$ cat config.mk
export PLATFORM = sky130hd
export DESIGN_NAME = decoder_seq
export DESIGN_NICKNAME = d
export VERILOG_FILES = /design/src/rtl/decoder_pkg.sv /design/src/rtl/decoder_n.sv /design/src/rtl/decoder_seq.sv
export SDC_FILE = /design/constraint.sdc
export NUM_CORES = 1
export LEC_CHECK = 0
export BUFFER_PORTS_ARGS = -buffer_cell sky130_fd_sc_hd__buf_2
export CAP_MARGIN = 40
export CELL_PAD_IN_SITES_DETAIL_PLACEMENT = 1
export CELL_PAD_IN_SITES_GLOBAL_PLACEMENT = 2
export CORE_UTILIZATION = 31
export DETAILED_ROUTE_END_ITERATION = 8
export GPL_ROUTABILITY_DRIVEN = 0
export PLACE_DENSITY = 0.74
export SLEW_MARGIN = 10
export SYNTH_ARGS = -nofsm -noshare
export SYNTH_HDL_FRONTEND = slang
export SYNTH_SLANG_ARGS = --single-unit
$ cat constraint.sdc
create_clock -name clk -period 4.5 [get_ports clk]
set_input_delay 1.35 -clock clk [delete_from_list [all_inputs] [get_ports clk]]
set_output_delay 1.35 -clock clk [all_outputs]
set_load 0.05 [all_outputs]
$ cat src/rtl/decoder_pkg.sv
// Shared types and helpers for the sequenced line-select decoder.
package decoder_pkg;

  typedef enum logic [1:0] {
    IDLE = 2'd0,
    SCAN = 2'd1,
    DONE = 2'd2
  } state_t;

  function automatic int calc_n(input int addr_w);
    return 1 << addr_w;
  endfunction

endpackage

$ cat src/rtl/decoder_n.sv
// Combinational binary-to-one-hot decoder with an enable; all-zero when disabled.
module decoder_n
  import decoder_pkg::*;
#(
  parameter int ADDR_W = 3
) (
  input  logic [ADDR_W-1:0]         in,
  input  logic                      en,
  output logic [calc_n(ADDR_W)-1:0] onehot
);

  generate
    for (genvar gi = 0; gi < calc_n(ADDR_W); gi++) begin : g_line
      assign onehot[gi] = en && (in == ADDR_W'(gi));
    end
  endgenerate

endmodule

$ cat src/rtl/decoder_seq.sv
// Registered one-hot decoder that can also walk every line 0..SCAN_LAST on request.
module decoder_seq
  import decoder_pkg::*;
#(
  parameter int ADDR_W    = 3,
  parameter int SCAN_LAST = (1 << ADDR_W) - 1
) (
  input  logic                      clk,
  input  logic                      reset,
  input  logic [ADDR_W-1:0]         addr,
  input  logic                      enable,
  input  logic                      scan_start,
  output logic [calc_n(ADDR_W)-1:0] out,
  output logic [ADDR_W-1:0]         out_addr,
  output logic                      busy,
  output logic                      done
);

  localparam int N = calc_n(ADDR_W);

  generate
    if (SCAN_LAST >= N || SCAN_LAST < 0) begin : g_bad_scan_last
      $error("decoder_seq: SCAN_LAST must lie in 0..2**ADDR_W-1");
    end
  endgenerate

  localparam logic [ADDR_W-1:0] SCAN_LAST_IDX = ADDR_W'(SCAN_LAST);

  state_t              state_reg, state_next;
  logic [ADDR_W-1:0]   index_reg, index_next;
  logic [N-1:0]        out_reg;
  logic [ADDR_W-1:0]   out_addr_reg;
  logic                busy_reg, done_reg;

  logic [ADDR_W-1:0]   dec_addr;
  logic                dec_en;
  logic [N-1:0]        dec_onehot;
  logic                sel_scan;

  always_comb begin
    state_next = state_reg;
    index_next = index_reg;
    case (state_reg)
      IDLE: begin
        if (scan_start) begin
          state_next = SCAN;
          index_next = '0;
        end
      end
      SCAN: begin
        if (index_reg == SCAN_LAST_IDX) begin
          state_next = DONE;
        end else begin
          index_next = index_reg + ADDR_W'(1);
        end
      end
      DONE: begin
        state_next = IDLE;
        index_next = '0;
      end
      default: begin
        state_next = IDLE;
        index_next = '0;
      end
    endcase
  end

  // The outputs are registered, so the decoder looks at where the FSM is heading.
  always_comb begin
    sel_scan = (state_next == SCAN);
    dec_addr = sel_scan ? index_next : addr;
    dec_en   = sel_scan ? 1'b1 : ((state_reg == IDLE) && enable);
  end

  decoder_n #(
    .ADDR_W(ADDR_W)
  ) u_decoder_n (
    .in    (dec_addr),
    .en    (dec_en),
    .onehot(dec_onehot)
  );

  always_ff @(posedge clk) begin
    if (reset) begin
      state_reg    <= IDLE;
      index_reg    <= '0;
      out_reg      <= '0;
      out_addr_reg <= '0;
      busy_reg     <= 1'b0;
      done_reg     <= 1'b0;
    end else begin
      state_reg    <= state_next;
      index_reg    <= index_next;
      out_reg      <= dec_onehot;
      out_addr_reg <= dec_en ? dec_addr : '0;
      busy_reg     <= sel_scan;
      done_reg     <= (state_next == DONE);
    end
  end

  assign out      = out_reg;
  assign out_addr = out_addr_reg;
  assign busy     = busy_reg;
  assign done     = done_reg;

endmodule

=== Yosys cells after proc, flatten, opt, wreduce, memory -nomap -nowiden ===
Cells that the tools add are included.

* Add/subtract/negate cells: 1
* Eq/ne operators: 11
* Multiplexer cells: 8
* Bitwise operators: 1
* Reduce and logical (&&, ||, !) cells: 12

{| class="wikitable"
|+ Operator list
! kind !! count
|-
| equality test 3 bit, second input constant || 5
|-
| logical AND 1 bit || 9
|-
| two-way mux 3 bit || 3
|-
| equality test 3 x 2 -> 1 bit, second input constant || 2
|-
| case mux 3 bit (2 select lines) || 1
|-
| equality test 2 x 1 -> 1 bit, second input constant || 2
|-
| two-way mux 2 bit || 2
|-
| case mux 2 bit (2 select lines) || 1
|-
| adder 3 x 1 -> 3 bit, second input constant || 1
|-
| equality test 3 x 1 -> 1 bit, second input constant || 1
|-
| zero test 3 bit || 1
|-
| equality test 2 bit, second input constant || 1
|-
| zero test 2 bit || 1
|-
| OR reduction 2 bit || 1
|-
| two-way mux 1 bit || 1
|-
| inverter 1 bit || 1
|}

* Register bits after elaboration: 18
* Bits of input ports: 7
* Output and inout port bits: 13
* Logic and storage cells: 39

=== Logic depth before layout (Yosys ltp) ===
Gate-level depths: netlist (run 1).

* Depth after elaboration: 7
* Depth in mapped cells: 5
* Gate-level depth less buffers: 5

=== Hierarchy ===
A second synthesis (run 1) with hierarchy kept.

* Cell total of the unflattened synthesis: 74
* Area, all modules: 762.0 um2

{| class="wikitable"
|+ By module, submodules not included
! module !! instances !! cells each !! area each (um2) !! sequential area each (um2)
|-
| decoder_seq || 1 || 66 || 665.6 || 360.3
|-
| decoder_n || 1 || 8 || 96.3 || 0.0
|}

=== Worst setup path before layout (run 1) ===
No wires, ideal clock.

* Path kind: input port to flip-flop
* From: input port addr[0]
* To: register out_reg[4], in the netlist out[4]
* Library setup time: 0.060 ns
* Arrival time: 2.068 ns
* Data required time: 4.440 ns
* Path slack: 2.372 ns
* Cell stages on the path: 4
* Path buffers: 0
* Cells stage by stage: and3_1 -> o21ai_0 -> and2_1 -> and3_1

* Longest elaborated chain between the ends: 3

{| class="wikitable"
|+ RTL lines
! item !! RTL line !! RTL
|-
| start: declaration || decoder_seq.sv:10 || <nowiki>input logic [ADDR_W-1:0] addr,</nowiki>
|-
| two-way mux 3 bit || decoder_seq.sv:71 || <nowiki>dec_addr = sel_scan ? index_next : addr;</nowiki>
|-
| equality test 3 bit || decoder_n.sv:14 || <nowiki>assign onehot[gi] = en && (in == ADDR_W'(gi));</nowiki>
|-
| logical AND 1 bit || decoder_n.sv:14 ||
|-
| end signal: assignment || decoder_seq.sv:94 || <nowiki>out_reg <= dec_onehot;</nowiki>
|-
| end: declaration || decoder_seq.sv:31 || <nowiki>logic [N-1:0] out_reg;</nowiki>
|}

Every way passes these cells.
A chain may end at the register's enable or synchronous reset.

=== Worst setup path after layout (run 1) ===
* From: register done_reg, in the netlist done
* To: output port done

{| class="wikitable"
|+ RTL lines
! item !! RTL line !! RTL
|-
| start: declaration || decoder_seq.sv:33 || <nowiki>logic busy_reg, done_reg;</nowiki>
|-
| start signal: assignment || decoder_seq.sv:97 || <nowiki>done_reg <= (state_next == DONE);</nowiki>
|-
| end: declaration || decoder_seq.sv:16 || <nowiki>output logic done</nowiki>
|}

No word-level cell between the ends.

==> results of run 1 <==
-- metal layers --
layer	GRT usage [%]	vias up
li1	-	279
met1	13.1	263
met2	23.7	19
met3	5.36	4
met4	4.05	0
met5	0	-
-- synth_stat cells (2+ instances only) --
library cell	number	area share [%]
a21oi_4	2	4.3
and3_1	3	2.5
buf_6	2	3.0
dfxtp_1	18	48
nand2_1	3	1.5
nand2b_1	2	1.7
nor2_1	5	2.5
nor3_1	4	2.7
nor3_2	3	4.0
nor3b_2	4	6.7
o21ai_0	4	2.7
-- path summary, 6_finish.rpt --
kind | to | cells past startpoint | from | slack, ps
max | done | 1 | done | 2290
min | index_reg[1] | 2 | index_reg[1] | 580
max reg2reg | out[5] | 5 | index_reg[0] | 2800
min reg2reg | index_reg[1] | 2 | index_reg[1] | 580
-- where the power goes --
part           switching, mW  total [mW]  internal [mW]
logic                 0.0381      0.0563         0.0181
registers            0.00432       0.170          0.166
clock network         0.0468      0.0960         0.0493
total                 0.0892       0.322          0.233
-- metrics by stage --
stage,power [mW],utilization (%),worst slack [ps],instance area (sq um)
after floorplan,0.218,-,2370,752
after global placement,0.230,37.8,2130,852
after detailed placement,0.231,37.8,2090,852
after CTS,0.329,39.4,2260,888
after global routing,0.341,39.4,2240,888
final,0.322,39.4,2290,888
-- cells by family (layout without fill, tap and decap cells) --
logic type               after synthesis  count (layout)  share of synthesized area [%]
AND/OR/NAND/NOR                       28              28                           25.3
flip-flops                            18              18                           47.9
AO/OA/AOI/OAI                         16              16                           20.0
buffers and inverters                  3              23                           3.99
adder cells (fa/ha/maj)                1               1                           1.66
XOR/XNOR                               1               1                           1.16
-- final cells by class --
class,count,share of cell area [%]
Sequential cell,18,40.6
Clock buffer,4,4.08
Tap cell,28,3.94
Timing Repair Buffer,19,10.7
Multi-Input combinational cell,46,40.7
==> impl_summary.txt, run 1 <==
----------------------------------------------------
[Outcome]
  Run status ... finished, final reports clean

[Global routing]
  Number of global-route vias before repair ... about 570
  Initial antenna violation count ... 0
  Global-route wire length before repair ... 2440 um
  Global route total overflow ... 0
  Total track usage ... around 13%
  Largest net degree at the start of global routing ... 13

[Die]
  Core ar. ... 2250 sq um
  Count of boundary I/O pins ... 20
  Number of cell rows ... 17
  Effective utilization at floorplan ... 33.4%
  Vertical die dimension ... between 50 and 60 um
  Die outline width ... a little over 50 um
  Full die area ... 2630 sq um

[Yosys]
  Primary FF master, synth ... dfxtp_1
  Mapped cell area ... 752 sq um
  Number of different library cells in the post-synthesis netlist ... 28
  Count of state elements after synthesis ... 18
  Yosys Warn Count ... 0
  Synthesized instance count ... 67
  Proportion of synthesized flip-flops having asynchronous set or reset ... 0%
  Post-synthesis area per instance ... between 10 and 15 sq um
  Number of synthesized flops with an enable pin ... 0
  Post-Synthesis Net Count ... 75
  Sequential share of the synthesized area ... 47.9%

[Clocking]
  Number of hold buffers added after CTS ... 0
  CTS tree ... done
  Number of H-tree levels ... 1
  Register clock-pin slew on the reported worst setup and hold paths ... roughly 100 ps
  Clock tree root driver cell ... clkbuf_4
  Setup Fix Bufs, Post-CTS ... 0
  Num CTS Buffers ... 3
  Insertion delay to the later sink of the worst-skew pair ... between 200 and 300 ps
  Gates resized, CTS repair ... 0
  Maximum clock insertion buffer count ... 2
  Number of sinks on the clock net ... 18

[Power]
  LEAKAGE ... 0.376 nW
  Power Density ... 363 nW/um^2
  Peak VDD IR ... 0.000292 V

[Finish]
  Fin nets ... 96
  Cell Count, Final, Fillers Out ... 115
  Antenna diode count ... 0
  Most frequent cells in the layout ... buf_2, dfxtp_1, nor2_1
  Fill cells ... 276
  Leading cell type in the layout, fill and taps excluded ... buf_2
  Area taken by multi-input logic gates ... 362 sq um
  Total area of sequential cells ... 360 sq um
  Flip-flop count of the largest register, all copies and words added ... 8
  Area Growth Syn to Fin ... 18.1%
  Share of layout cells above drive strength 1 ... 42.5%

[STA]
  FMAX ... 452 MHz
  Tightest hold margin ... 576 ps
  Post-route clock skew ... 7.65 ps
  Slew @ Worst Pin ... 467 ps
  Period Utilization, post-route ... approximately half
  Summed negative setup slack over all endpoints ... 0 ps
  Unrepaired setup endpoints after global routing ... no
  Final setup fails ... 0
  Relative slew slack ... 68.8%
  Final number of hold-violating endpoints ... 0
  Count of final max-slew check failures ... 0
  Final Critical Period ... 2210 ps

[Critical path]
  Critical path type ... reg -> out
  Worst path buffer plus inverter count ... 1
  Cell with the largest stage delay on the worst path ... dfxtp_1
  Max Fanout on Critical Path ... 1
  Delay of the slowest cell on the worst path ... 320 ps
  Crit-path leading delay family ... flip-flops
  Worst Setup End Kind ... output port
  Endpoint required time on the critical path ... 3150 ps
  Crit-path cells ... buf_2
  Data arrival, critical path ... about 860 ps
  Setup crit start kind ... register

[Routing]
  Pre-Repair DR Iteration Count ... 4
  Final routed wire length divided by cell count ... 12.5 um
  Routed Wire Length ... 1440 um
  Count of vias placed by the detailed router ... 565
  M1 wire length ... 591 um
  Initial drt markers ... 8
  Final ANT Viol Nets ... 0
  Detail-routed via count per cell ... around 4.9
  Length of routed met2 wiring ... 741 um
  Drc violations ... 0
  Highest routed layer ... met4
  Routed length on met3 ... 79 um

[Worst hold path]
  Type of the worst min-delay path ... reg -> reg

[Placed design]
  DP Wirelength ... 1140 um
  Port Buf Inserts ... 19
  Number of instances in the placed design ... between 100 and 150

[Flow run]
  Number of violations of the max-capacitance limit ... 0

----------------------------------------------------
Note: power is estimated with default switching activity, not from simulation.
==> run 2, diff against run 1 <==
==> constraint.sdc (replaced) <==
create_clock -name clk -period 2.2 [get_ports clk]
set_input_delay 0.66 -clock clk [delete_from_list [all_inputs] [get_ports clk]]
set_output_delay 0.66 -clock clk [all_outputs]
set_load 0.05 [all_outputs]
==> run 2 against run 1 <==
  * Routed wire length is 0.63% lower
  * Sequential share of layout area shrank 0.34 points
  * Critical path type is now reg -> reg
  * Setup slack got worse by 1800 ps
  * Core utilization is 0.33 points higher
  * Power rose by 100%
==> impl_summary.txt, run 2 (synthesis gave the netlist of run 1 again) <==
----------------------------------------------------
[Flow run]
  Number of violations of the max-capacitance limit ... 0 (unchanged)

[Clocking]
  Gates resized, CTS repair ... 0 (unchanged)
  Number of hold buffers added after CTS ... 0 (unchanged)
  Num CTS Buffers ... 3 (unchanged)
  Insertion delay to the later sink of the worst-skew pair ... 290 ps (about the same)
  Clock tree root driver cell ... clkbuf_4
  Number of sinks on the clock net ... 18 (unchanged)
  Maximum clock insertion buffer count ... 2 (unchanged)
  Number of H-tree levels ... 1 (unchanged)
  Setup Fix Bufs, Post-CTS ... 0 (unchanged)
  Register clock-pin slew on the reported worst setup and hold paths ... 100 ps (about the same)
  CTS tree ... done

[Finish]
  Most frequent cells in the layout ... buf_2, dfxtp_1, nor2_1
  Share of layout cells above drive strength 1 ... 43.2% (+0.65 points)
  Post-route cell area ... 896 sq um (+0.85%)
  Antenna diode count ... 0 (unchanged)
  Cell Count, Final, Fillers Out ... 116 (+0.87%)
  Flip-flop count of the largest register, all copies and words added ... 8 (unchanged)
  Fin nets ... 97 (+1.0%)
  Leading cell type in the layout, fill and taps excluded ... buf_2
  Area Growth Syn to Fin ... 19.1%

[Die]
  Effective utilization at floorplan ... 33.4% (unchanged)
  Count of boundary I/O pins ... 20 (unchanged)
  Core ar. ... 2250 sq um (unchanged)
  Vertical die dimension ... 51.3 um (unchanged)
  Full die area ... 2630 sq um (unchanged)
  Number of cell rows ... 17 (unchanged)
  Die outline width ... 51.3 um (unchanged)

[Placed design]
  DP Wirelength ... 1100 um (-3.4%)
  Worst slack at placement ... 506 ps (-1590 ps)
  Port Buf Inserts ... 19 (unchanged)
  Number of instances in the placed design ... 112 (+0.90%)
  Dpl cell area ... 860 sq um (+0.88%)

[Global routing]
  Global route total overflow ... 0 (unchanged)
  Initial antenna violation count ... 0 (unchanged)
  Largest net degree at the start of global routing ... 11 (-2)
  Total track usage ... 12.5% (-0.34 points)
  Number of global-route vias before repair ... 566 (+0.18%)
  Global-route wire length before repair ... 2430 um (-0.57%)

[Critical path]
  Delay of the slowest cell on the worst path ... 440 ps (+120 ps)
  R2r setup slk ... 510 ps (-2290 ps)
  Cell with the largest stage delay on the worst path ... or3b_4
  Path depth of the worst reg2reg path ... 5 (unchanged)
  Endpoint required time on the critical path ... 2380 ps (-770 ps)
  Setup crit start kind ... register
  Critical path type ... reg -> reg
  Critical R2R Launch ... index_reg[0]
  Data arrival, critical path ... 1870 ps (+1010 ps)
  Crit-path cells ... ha_1, or3b_4, a21oi_4, nor3_2, and3_1
  Worst Setup End Kind ... register
  Origin of the worst setup path ... index_reg[0]
  Max Fanout on Critical Path ... 8 (+7)
  Setup crit end ... out[5]
  Critical register-to-register path endpoint ... out[5]

[STA]
  Unrepaired setup endpoints after global routing ... no
  Slew @ Worst Pin ... 408 ps (-59.2 ps)
  Summed negative setup slack over all endpoints ... 0 ps (unchanged)
  Period Utilization, post-route ... between 70 and 80%
  Post-route clock skew ... 8.47 ps (+0.816 ps)
  Count of final max-slew check failures ... 0 (unchanged)
  FMAX ... ~590 MHz
  Final Critical Period ... 1690 ps
  Worst Slack Setup Final ... 506 ps (-1780 ps)
  Relative slew slack ... 72.8% (+4.0 points)
  Final setup fails ... 0 (unchanged)
  Final number of hold-violating endpoints ... 0 (unchanged)
  Tightest hold margin ... 575 ps (-1.44 ps)

[Routing]
  Final routed wire length divided by cell count ... 12.3 um (-1.5%)
  Detail-routed via count per cell ... 4.78 (-2.6%)
  Routed Wire Length ... 1430 um (-0.63%)
  Initial drt markers ... 5 (-3)
  Final ANT Viol Nets ... 0 (unchanged)
  Drc violations ... 0 (unchanged)
  Pre-Repair DR Iteration Count ... 4 (unchanged)
  Count of vias placed by the detailed router ... 555 (-1.8%)

[Power]
  LEAKAGE ... 0.381 nW (+1.3%)
  Peak VDD IR ... 0.000393 V (+34%)
  Power Density ... 737 nW/um^2 (+100%)

[Worst hold path]
  Worst hold path cell count ... 2 (unchanged)
  Type of the worst min-delay path ... reg -> reg

[Outcome]
  Run status ... finished, final reports clean

----------------------------------------------------
run 2: cell count changes in the layout (fill, tap and decap cells not counted), sizes merged:
cell  before  now
buf       19   20
run 2: per-stage QoR:
stage	power (mW)	util, %
global route	0.693	39.7
CTS	0.673	39.7
global placement	0.472	38.1
floorplan	0.446	-
detailed placement	0.473	38.1
finish	0.660	39.7
run 2: worst max-delay path: cells and delay by family (launching register included):
family	cells	cell delay, ps
simple gates	3	740
flops	1	360
fa+ha+maj	1	310
compound gates	1	180
run 2: power by group:
group          total, mW  internal [mW]  leakage (nW)  switching [mW]
registers          0.345          0.339         0.147         0.00625
clock network      0.196          0.101        0.0210          0.0953
logic              0.119         0.0387         0.213          0.0803
total              0.660          0.478         0.381           0.182
run 2: metal layers:
metal / wire length, um / global-route usage [%] / vias to the layer above
li1: - / - / 281
met1: 594 / 13.0 / 259
met2: 772 / 23.9 / 15
met3: 63 / 5.36 / 0
met4: 0 / 1.35 / 0
met5: 0 / 0 / -
run 2: worst min-delay path by stage:
stage	slack, ps	end	from
floorplan	510	index_reg[1]	index_reg[1]
global placement	540	index_reg[1]	index_reg[1]
detailed placement	550	index_reg[1]	index_reg[1]
CTS	580	index_reg[1]	reset
global route	580	state_reg[1]	reset
finish	570	index_reg[1]	index_reg[1]
run 2: area by class of cell:
cell class / instances / area [sq um]
Tap cell: 28 / 35.0
Sequential cell: 18 / 360
Clock buffer: 4 / 36.3
Multi-Input combinational cell: 46 / 362
Timing Repair Buffer: 20 / 103
Fill cell: 283 / 1360
